File: src/rtl/bin2bcd_seq.sv
// Iterative double-dabble converter: one binary bit per clock, start->done latency BIN_W+1 clocks.
// One conversion in flight at a time; start is ignored while busy, in DONE, and during the done pulse.
// The hundreds output is present only when BIN2BCD_HUNDREDS_EN is defined.
module bin2bcd_seq #(
    parameter int BIN_W = 8
) (
    input  logic             clk,
    input  logic             rst_n,
    input  logic             start,
    input  logic [BIN_W-1:0] bin,
    output logic             busy,
    output logic             done,
    output logic [7:0]       bcd,
    output logic             ovf
`ifdef BIN2BCD_HUNDREDS_EN
    ,
    output logic [3:0]       hundreds
`endif
);

    localparam int         SW       = 12 + BIN_W;
    localparam logic [3:0] CNT_LAST = 4'(BIN_W - 1);

    typedef enum logic [1:0] {
        ST_IDLE  = 2'd0,
        ST_SHIFT = 2'd1,
        ST_DONE  = 2'd2
    } state_t;

    state_t        state_q;
    logic [SW-1:0] scratch_q;
    logic [SW-1:0] corr;
    logic [SW-1:0] shift_d;
    logic [3:0]    cnt_q;
    logic          busy_q;
    logic          done_q;
    logic [7:0]    bcd_q;
    logic          ovf_q;
`ifdef BIN2BCD_HUNDREDS_EN
    logic [3:0]    hundreds_q;
`endif

    // Add-3 on every BCD nibble >= 5 in parallel, then shift; the binary field is never corrected.
    always_comb begin
        corr = scratch_q;
        for (int k = 0; k < 3; k++) begin
            if (scratch_q[BIN_W+4*k +: 4] >= 4'd5) begin
                corr[BIN_W+4*k +: 4] = scratch_q[BIN_W+4*k +: 4] + 4'd3;
            end
        end
        shift_d = corr << 1;
    end

    always_ff @(posedge clk or negedge rst_n) begin
        if (!rst_n) begin
            state_q    <= ST_IDLE;
            scratch_q  <= '0;
            cnt_q      <= '0;
            busy_q     <= 1'b0;
            done_q     <= 1'b0;
            bcd_q      <= 8'h00;
            ovf_q      <= 1'b0;
`ifdef BIN2BCD_HUNDREDS_EN
            hundreds_q <= 4'd0;
`endif
        end else begin
            done_q <= 1'b0;
            case (state_q)
                ST_IDLE: begin
                    // The cycle carrying the done pulse still counts as part of the previous conversion.
                    if (start && !done_q) begin
                        scratch_q <= {12'b0, bin};
                        cnt_q     <= 4'd0;
                        busy_q    <= 1'b1;
                        state_q   <= ST_SHIFT;
                    end
                end
                ST_SHIFT: begin
                    scratch_q <= shift_d;
                    cnt_q     <= (cnt_q == 4'hF) ? cnt_q : cnt_q + 4'd1;
                    if (cnt_q == CNT_LAST) begin
                        busy_q  <= 1'b0;
                        state_q <= ST_DONE;
                    end
                end
                ST_DONE: begin
                    bcd_q      <= scratch_q[BIN_W +: 8];
                    ovf_q      <= |scratch_q[BIN_W+8 +: 4];
`ifdef BIN2BCD_HUNDREDS_EN
                    hundreds_q <= scratch_q[BIN_W+8 +: 4];
`endif
                    done_q     <= 1'b1;
                    state_q    <= ST_IDLE;
                end
                default: begin
                    busy_q  <= 1'b0;
                    state_q <= ST_IDLE;
                end
            endcase
        end
    end

    assign busy = busy_q;
    assign done = done_q;
    assign bcd  = bcd_q;
    assign ovf  = ovf_q;
`ifdef BIN2BCD_HUNDREDS_EN
    assign hundreds = hundreds_q;
`endif

endmodule
File: config.mk
export PLATFORM = sky130hd
export DESIGN_NAME = bin2bcd_seq
export DESIGN_NICKNAME = d
export VERILOG_FILES = /design/src/rtl/bin2bcd_seq.sv
export SDC_FILE = /design/constraint.sdc
export NUM_CORES = 1
export LEC_CHECK = 0
export ABC_AREA = 1
export CORE_UTILIZATION = 50
export CTS_CLUSTER_SIZE = 16
export DETAILED_ROUTE_END_ITERATION = 7
export MAX_ROUTING_LAYER = met4
export PLACE_DENSITY = 0.77
export REMOVE_ABC_BUFFERS = 1
export SYNTH_ARGS = -nofsm -noshare
export SYNTH_HDL_FRONTEND = slang
export SYNTH_SLANG_ARGS = --single-unit
File: constraint.sdc
create_clock -name clk -period 1.05 [get_ports clk]
set_input_delay 0.2625 -clock clk [delete_from_list [all_inputs] [get_ports clk]]
set_output_delay 0.2625 -clock clk [all_outputs]
set_load 0.01 [all_outputs]
# After elaboration in Yosys (flattened, before gate mapping)

Cells that the tools add are included.

Flip-flop bits (word level): 37
Input bits: 11
Output and inout port bits: 11
Logic and storage cells: 46

Add/subtract/negate cells: 4
Order comparisons: 3
Equal/unequal tests: 7
Muxes and demuxes: 15
Bitwise operators: 1
Reductions and logical operators: 9

Operator list:

| cell                                                 | count |
|---|---|
| case mux 20 bit (2 select lines)                     | 1 |
| two-way mux 20 bit                                   | 1 |
| two-way mux 4 bit                                    | 4 |
| >= comparator 4 x 3 -> 1 bit (second input constant) | 3 |
| adder 4 x 2 -> 4 bit (second input constant)         | 2 |
| case mux 4 bit (2 select lines)                      | 1 |
| inequality test 2 bit (second input constant)        | 3 |
| AND reduction 3 bit                                  | 2 |
| adder 4 x 1 -> 4 bit (second input constant)         | 1 |
| equality test 4 x 3 -> 1 bit (second input constant) | 1 |
| equality test 4 bit (second input constant)          | 1 |
| two-way mux 2 bit                                    | 2 |
| case mux 2 bit (2 select lines)                      | 1 |
| AND reduction 2 bit                                  | 2 |
| OR reduction 4 bit                                   | 1 |
| adder 3 x 2 -> 3 bit (second input constant)         | 1 |
| two-way mux 1 bit                                    | 3 |
| two-way mux 3 bit                                    | 1 |
| case mux 1 bit (3 select lines)                      | 1 |
| equality test 2 x 1 -> 1 bit (second input constant) | 1 |
| equality test 2 bit (second input constant)          | 1 |
| zero test 2 bit                                      | 1 |
| nonzero test 2 bit                                   | 1 |
| logical AND 1 bit                                    | 1 |
| other kinds (2)                                      | 2 |

# Depth between registers and ports, before layout

Gate-level depths: netlist of run 1.

Depth in word-level cells: 4
Depth in mapped cells: 8
Mapped depth without buffers: 8

# Least setup slack after synthesis of run 1

OpenSTA, ideal clock, no wires.

Kind: register to register
Start point: reg scratch_q[16]
End point: reg scratch_q[19]
Library setup time: 0.119 ns
Arrival time: 1.043 ns
Required time: 0.931 ns
Path slack: -0.112 ns
Stages on the path, launching flop included: 7
Buffers on the path: 0
Clock period less this slack: 1.162 ns
Path through: dfrtp_1 > inv_1 > ha_1 > inv_1 > or2_2 > nand3_1 > o21ai_2

Word-level cells in the longest chain between the ends: 3
Elaborated cells between the ends (all ways): 4
Classes of those cells: 1 x add/sub; 1 x order compare; 2 x mux

Ends and longest elaborated chain:

| element                                                                     | RTL line | text |
|---|---|---|
| from (decl)                                                                 | 31       | `logic [SW-1:0] scratch_q;` |
| from (signal assigned)                                                      | 72       | `scratch_q <= {12'b0, bin};` |
| from (signal assigned)                                                      | 79       | `scratch_q <= shift_d;` |
| >= comparator 4 x 3 -> 1 bit / adder 3 x 2 -> 3 bit (equally long branches) | 47, 48   |  |
| two-way mux 3 bit (*)                                                       | 47       | `if (scratch_q[BIN_W+4*k +: 4] >= 4'd5) begin` |
| case mux 20 bit (2 select lines) (*)                                        | 68       | `case (state_q)` |

Every way passes the cells marked *; elsewhere a longest branch is shown, timed or not.
A chain may end at the register's enable or synchronous reset.

# Final worst setup path of run 1

Start point: reg state_q[0]
End point: reg scratch_q[19]

Word-level cells in the longest chain between the ends: 3
Elaborated cells between the ends (all ways): 6
Classes of those cells: 2 x eq/ne; 1 x mux; 3 x reduce/logical

Ends and longest elaborated chain:

| element                                                                      | RTL line | text |
|---|---|---|
| from (decl)                                                                  | 30       | `state_t state_q;` |
| from (signal assigned)                                                       | 56       | `state_q <= ST_IDLE;` |
| from (signal assigned)                                                       | 75       | `state_q <= ST_SHIFT;` |
| from (signal assigned)                                                       | 83       | `state_q <= ST_DONE;` |
| equality test 2 x 1 -> 1 bit / zero test 2 bit (equally long branches)       | 68       |  |
| nonzero test 2 bit (no line) / inequality test 2 bit (equally long branches) | -        |  |
| AND reduction 2 bit (no line)                                                | -        |  |

Several ways; a longest one is shown, not always the timed one.

==> flow_metrics.env, run 1 <==
export IMPL_antenna_found_initial=0
export IMPL_finalPower_mw=9.307
export IMPL_cts_buffers=5
export IMPL_crit_slowest_cell="dfrtp_2"
export IMPL_fill_cells=226
export IMPL_pwr_share_seq=0.273
export IMPL_endpoint_kind="flop"
export IMPL_rsz0062_at_grt="yes"
export IMPL_setup_viol=46
export IMPL_hold_slack_ps=336.0
export IMPL_grt_use_total=0.2698
export IMPL_power_switching_mw=4.105
export IMPL_reg2reg_setup_slack_ps=-150
export IMPL_clk_latency_ps=300
export IMPL_final_nets=316
export IMPL_grt_overflow_total=0
export IMPL_start_util=0.5259
export IMPL_max_stage_delay_ps=460
export IMPL_routedWlPerCell_um=14.86
export IMPL_worstSetupPathType="flop to flop"
export IMPL_crit_start="state_q[0]$_DFFE_PN0P_"
export IMPL_grt_start_max_net_pins=38
export IMPL_p_sw_frac=0.4410
export IMPL_r2r_cells=4
export IMPL_die_w_um=64.52
export IMPL_violations="setup timing"
export IMPL_firstDrtPassIters=4
export IMPL_min_period_ps=1199
export IMPL_root_buffer="clkbuf_8"
export IMPL_clockBufferDepth=2
export IMPL_dpl_cell_area_sq_um=2382
export IMPL_synth_edf_count=0
export IMPL_routed_wl_mm=5.127
export IMPL_hpwl_mm=2.813
export IMPL_hold_path_class="primary input to async pin"
export IMPL_crit_chain="nor2_4 > nand3_4 > nand2_4 > o21ai_2"
export IMPL_io_buffer_count=21
export IMPL_grt_pass1_wl_mm=8.217
export IMPL_pwr_share_comb=0.619
export IMPL_synth_top_area_frac=0.4738
export IMPL_layout_drive_gt1_share=0.4276
export IMPL_gp_congestion=0.8885
export IMPL_synth_seq_cells=37
export IMPL_outcome="finished with violations"
export IMPL_p_clk_frac=0.109
export IMPL_cts_tree="built"
export IMPL_viasPerCell=5.388
export IMPL_fin_util=0.7579
export IMPL_ios=22
export IMPL_rows=22
export IMPL_synth_area_leaders="dfrtp_1 47%, nand2_1 13%, o21ai_0 5.6%, inv_1 5.4%, nand3_1 5.4%"
export IMPL_drt_iter0_markers=107
export IMPL_regArea_sq_um=928.4
export IMPL_fin_area_sq_um=2816
export IMPL_crit_end="scratch_q[19]$_DFFE_PN0P_"
export IMPL_powerDensity_nw_per_um2=3304
export IMPL_synth_common_cells="68 x nand2_1, 37 x dfrtp_1, 28 x inv_1, 22 x o21ai_0, 21 x nand3_1"
export IMPL_htree_levels=2
export IMPL_fin_crit_sh=1.142
export IMPL_r2r_start="state_q[0]$_DFFE_PN0P_"
export IMPL_cts_hold_buf=0
export IMPL_maxCapViolations=0
export IMPL_antenna_left=0
export IMPL_internal_power_mw=5.202
export IMPL_yosysSeqAreaShare=0.4738
export IMPL_die_area_sq_um=4163
export IMPL_worst_pin_slew_ps=275.5
export IMPL_fin_skew_ps=13.30
export IMPL_synth_area_sq_um=1954
export IMPL_ys_async_sr_fraction=1.000
export IMPL_slew_headroom=0.8163
export IMPL_path_max_fanout=9
export IMPL_multi_input_area_sq_um=1084
export IMPL_power_leakage_nw=1.410
export IMPL_area_delta_synth_final_pct=44.11
export IMPL_avgSynthCellArea_sq_um=8.534
export IMPL_syn_inst=229
export IMPL_vias=1859
export IMPL_first_global_vias=1810
export IMPL_drc=0
export IMPL_reg2reg_to="scratch_q[19]$_DFFE_PN0P_"
export IMPL_clk_pin_slew_ps=80
export IMPL_maxSlewViolCount=0
export IMPL_core_sq_um=3716
export IMPL_critical_path_arrival_ps=1380
export IMPL_yosysMostFrequentCell="nand2_1"
export IMPL_clock_sinks=37
export IMPL_required_ps=1240
export IMPL_synth_largest_area_cell="dfrtp_1"
export IMPL_ys_flop_type="dfrtp_1"
export IMPL_die_y_um=64.52
export IMPL_max_freq_mhz=833.8
export IMPL_synthDistinctLibCells=25
export IMPL_worstSetupStartpointType="flop"
export IMPL_setup_slack_ps=-149.3
export IMPL_vdd_drop_max_mv=1.330
export IMPL_yosysWarnings=0
export IMPL_antenna_cells=0
export IMPL_finalHoldViolCount=0
==> repair_timing <==
action                                  4_1_cts  5_1_grt
endpoints found under the setup margin       47       47
resized for setup                           102       12
buffers inserted                             11        7
pin swaps                                    17        8
cloned                                        1        1
hold endpoints to repair                      0        0
==> per-layer routing <==
| metal | GRT usage | vias up | part of all wire |
|---|---|---|---|
| met3 | 0.04754 | 15 | 0.045 |
| met1 | 0.2885 | 900 | 0.41 |
| li1 | - | 884 | - |
| met4 | 0.1028 | 0 | 0.025 |
| met2 | 0.4934 | 60 | 0.52 |
| met5 | - | - | 0 |
==> layout by cell type (no fill, tap or decap), types with 2 or more instances in the layout <==
cell	count
nand2_1	56
buf_12	4
nand2_8	2
dfrtp_1	35
nand4_1	7
nand3_1	12
inv_1	17
inv_4	2
clkdlybuf4s50_1	10
clkbuf_8	6
inv_2	10
ha_4	5
dfrtp_2	2
o21ai_2	10
o21ai_0	15
nor2_2	2
nand3_2	8
buf_6	5
nor2_4	2
nor2_1	7
nand2_4	8
nand2_2	8
nand3_4	2
o21ai_1	8
buf_2	11
ha_2	2
buf_4	33
==> critical path: cells and delay by family (launching register included) <==
kind	cells	cell delay (ps)
DFF	1	460
AOI/OAI and AO/OA	1	90
and+or+nand+nor	3	540
==> stage by stage <==
| stage | setup WS [ps] | TNS (ps) | instances |
|---|---|---|---|
| detailed placement | -418.8 | -9153 | 318 |
| global placement | -356.0 | -8278 | 318 |
| global route | -217.0 | -5770 | 345 |
| CTS | -110.9 | -2402 | 337 |
| finish | -149.3 | -3333 | 345 |
| floorplan | -112.1 | -1419 | 225 |
==> sequential cells by signal, indices dropped and copies added (netlist names) <==
signal / flops
bcd: 8
ovf: 1
state_q: 2
scratch_q: 20
busy: 1
cnt_q: 4
done: 1
==> cell type report <==
type / count / area share
inverters: 30 / 0.04220
well taps: 48 / 0.02132
repair buffers: 63 / 0.1915
flip-flops and latches: 37 / 0.3296
clock buffers: 7 / 0.03065
multi-input cells: 160 / 0.3847
==> power groups by stage <==
stage / Sequential, mW / Combinational, mW / Clock, mW
floorplan: 2.51 / 2.52 / 0
global placement: 2.46 / 3.98 / 0
detailed placement: 2.48 / 4.17 / 0
CTS: 2.52 / 5.15 / 1.02
global route: 2.59 / 6.28 / 1.09
finish: 2.54 / 5.76 / 1.01
==> worst min-delay path by stage <==
stage,startpoint,to,slack (ps),cells past startpoint
after floorplan,rst_n,bcd[0]$_DFFE_PN0P_,-30,0
after global placement,bcd[4]$_DFFE_PN0P_,bcd[4]$_DFFE_PN0P_,470,2
after detailed placement,bcd[2]$_DFFE_PN0P_,bcd[2]$_DFFE_PN0P_,480,2
after CTS,rst_n,scratch_q[18]$_DFFE_PN0P_,350,2
after global routing,rst_n,scratch_q[18]$_DFFE_PN0P_,360,2
final,rst_n,scratch_q[18]$_DFFE_PN0P_,340,2
==> cells by family (layout without fill, tap and decap cells) <==
logic type | count (synthesis) | in the layout | synth area share
and+or+nand+nor | 114 | 116 | 0.2772
AOI/OAI and AO/OA | 36 | 36 | 0.1159
buffers and inverters | 34 | 100 | 0.08194
DFF | 37 | 37 | 0.4738
adders and majority gates | 8 | 8 | 0.05122
(Power assumes the default switching activity.)
==> run 2: changes to the inputs <==
--- a/config.mk
+++ b/config.mk
@@ -9,6 +9,7 @@
 export CORE_UTILIZATION = 50
 export CTS_CLUSTER_SIZE = 16
 export DETAILED_ROUTE_END_ITERATION = 7
+export HOLD_SLACK_MARGIN = 0.08
 export MAX_ROUTING_LAYER = met4
 export PLACE_DENSITY = 0.77
 export REMOVE_ABC_BUFFERS = 1
==> results of run 2 <==
The final DEF is identical to that of run 1; final timing and power are the same.
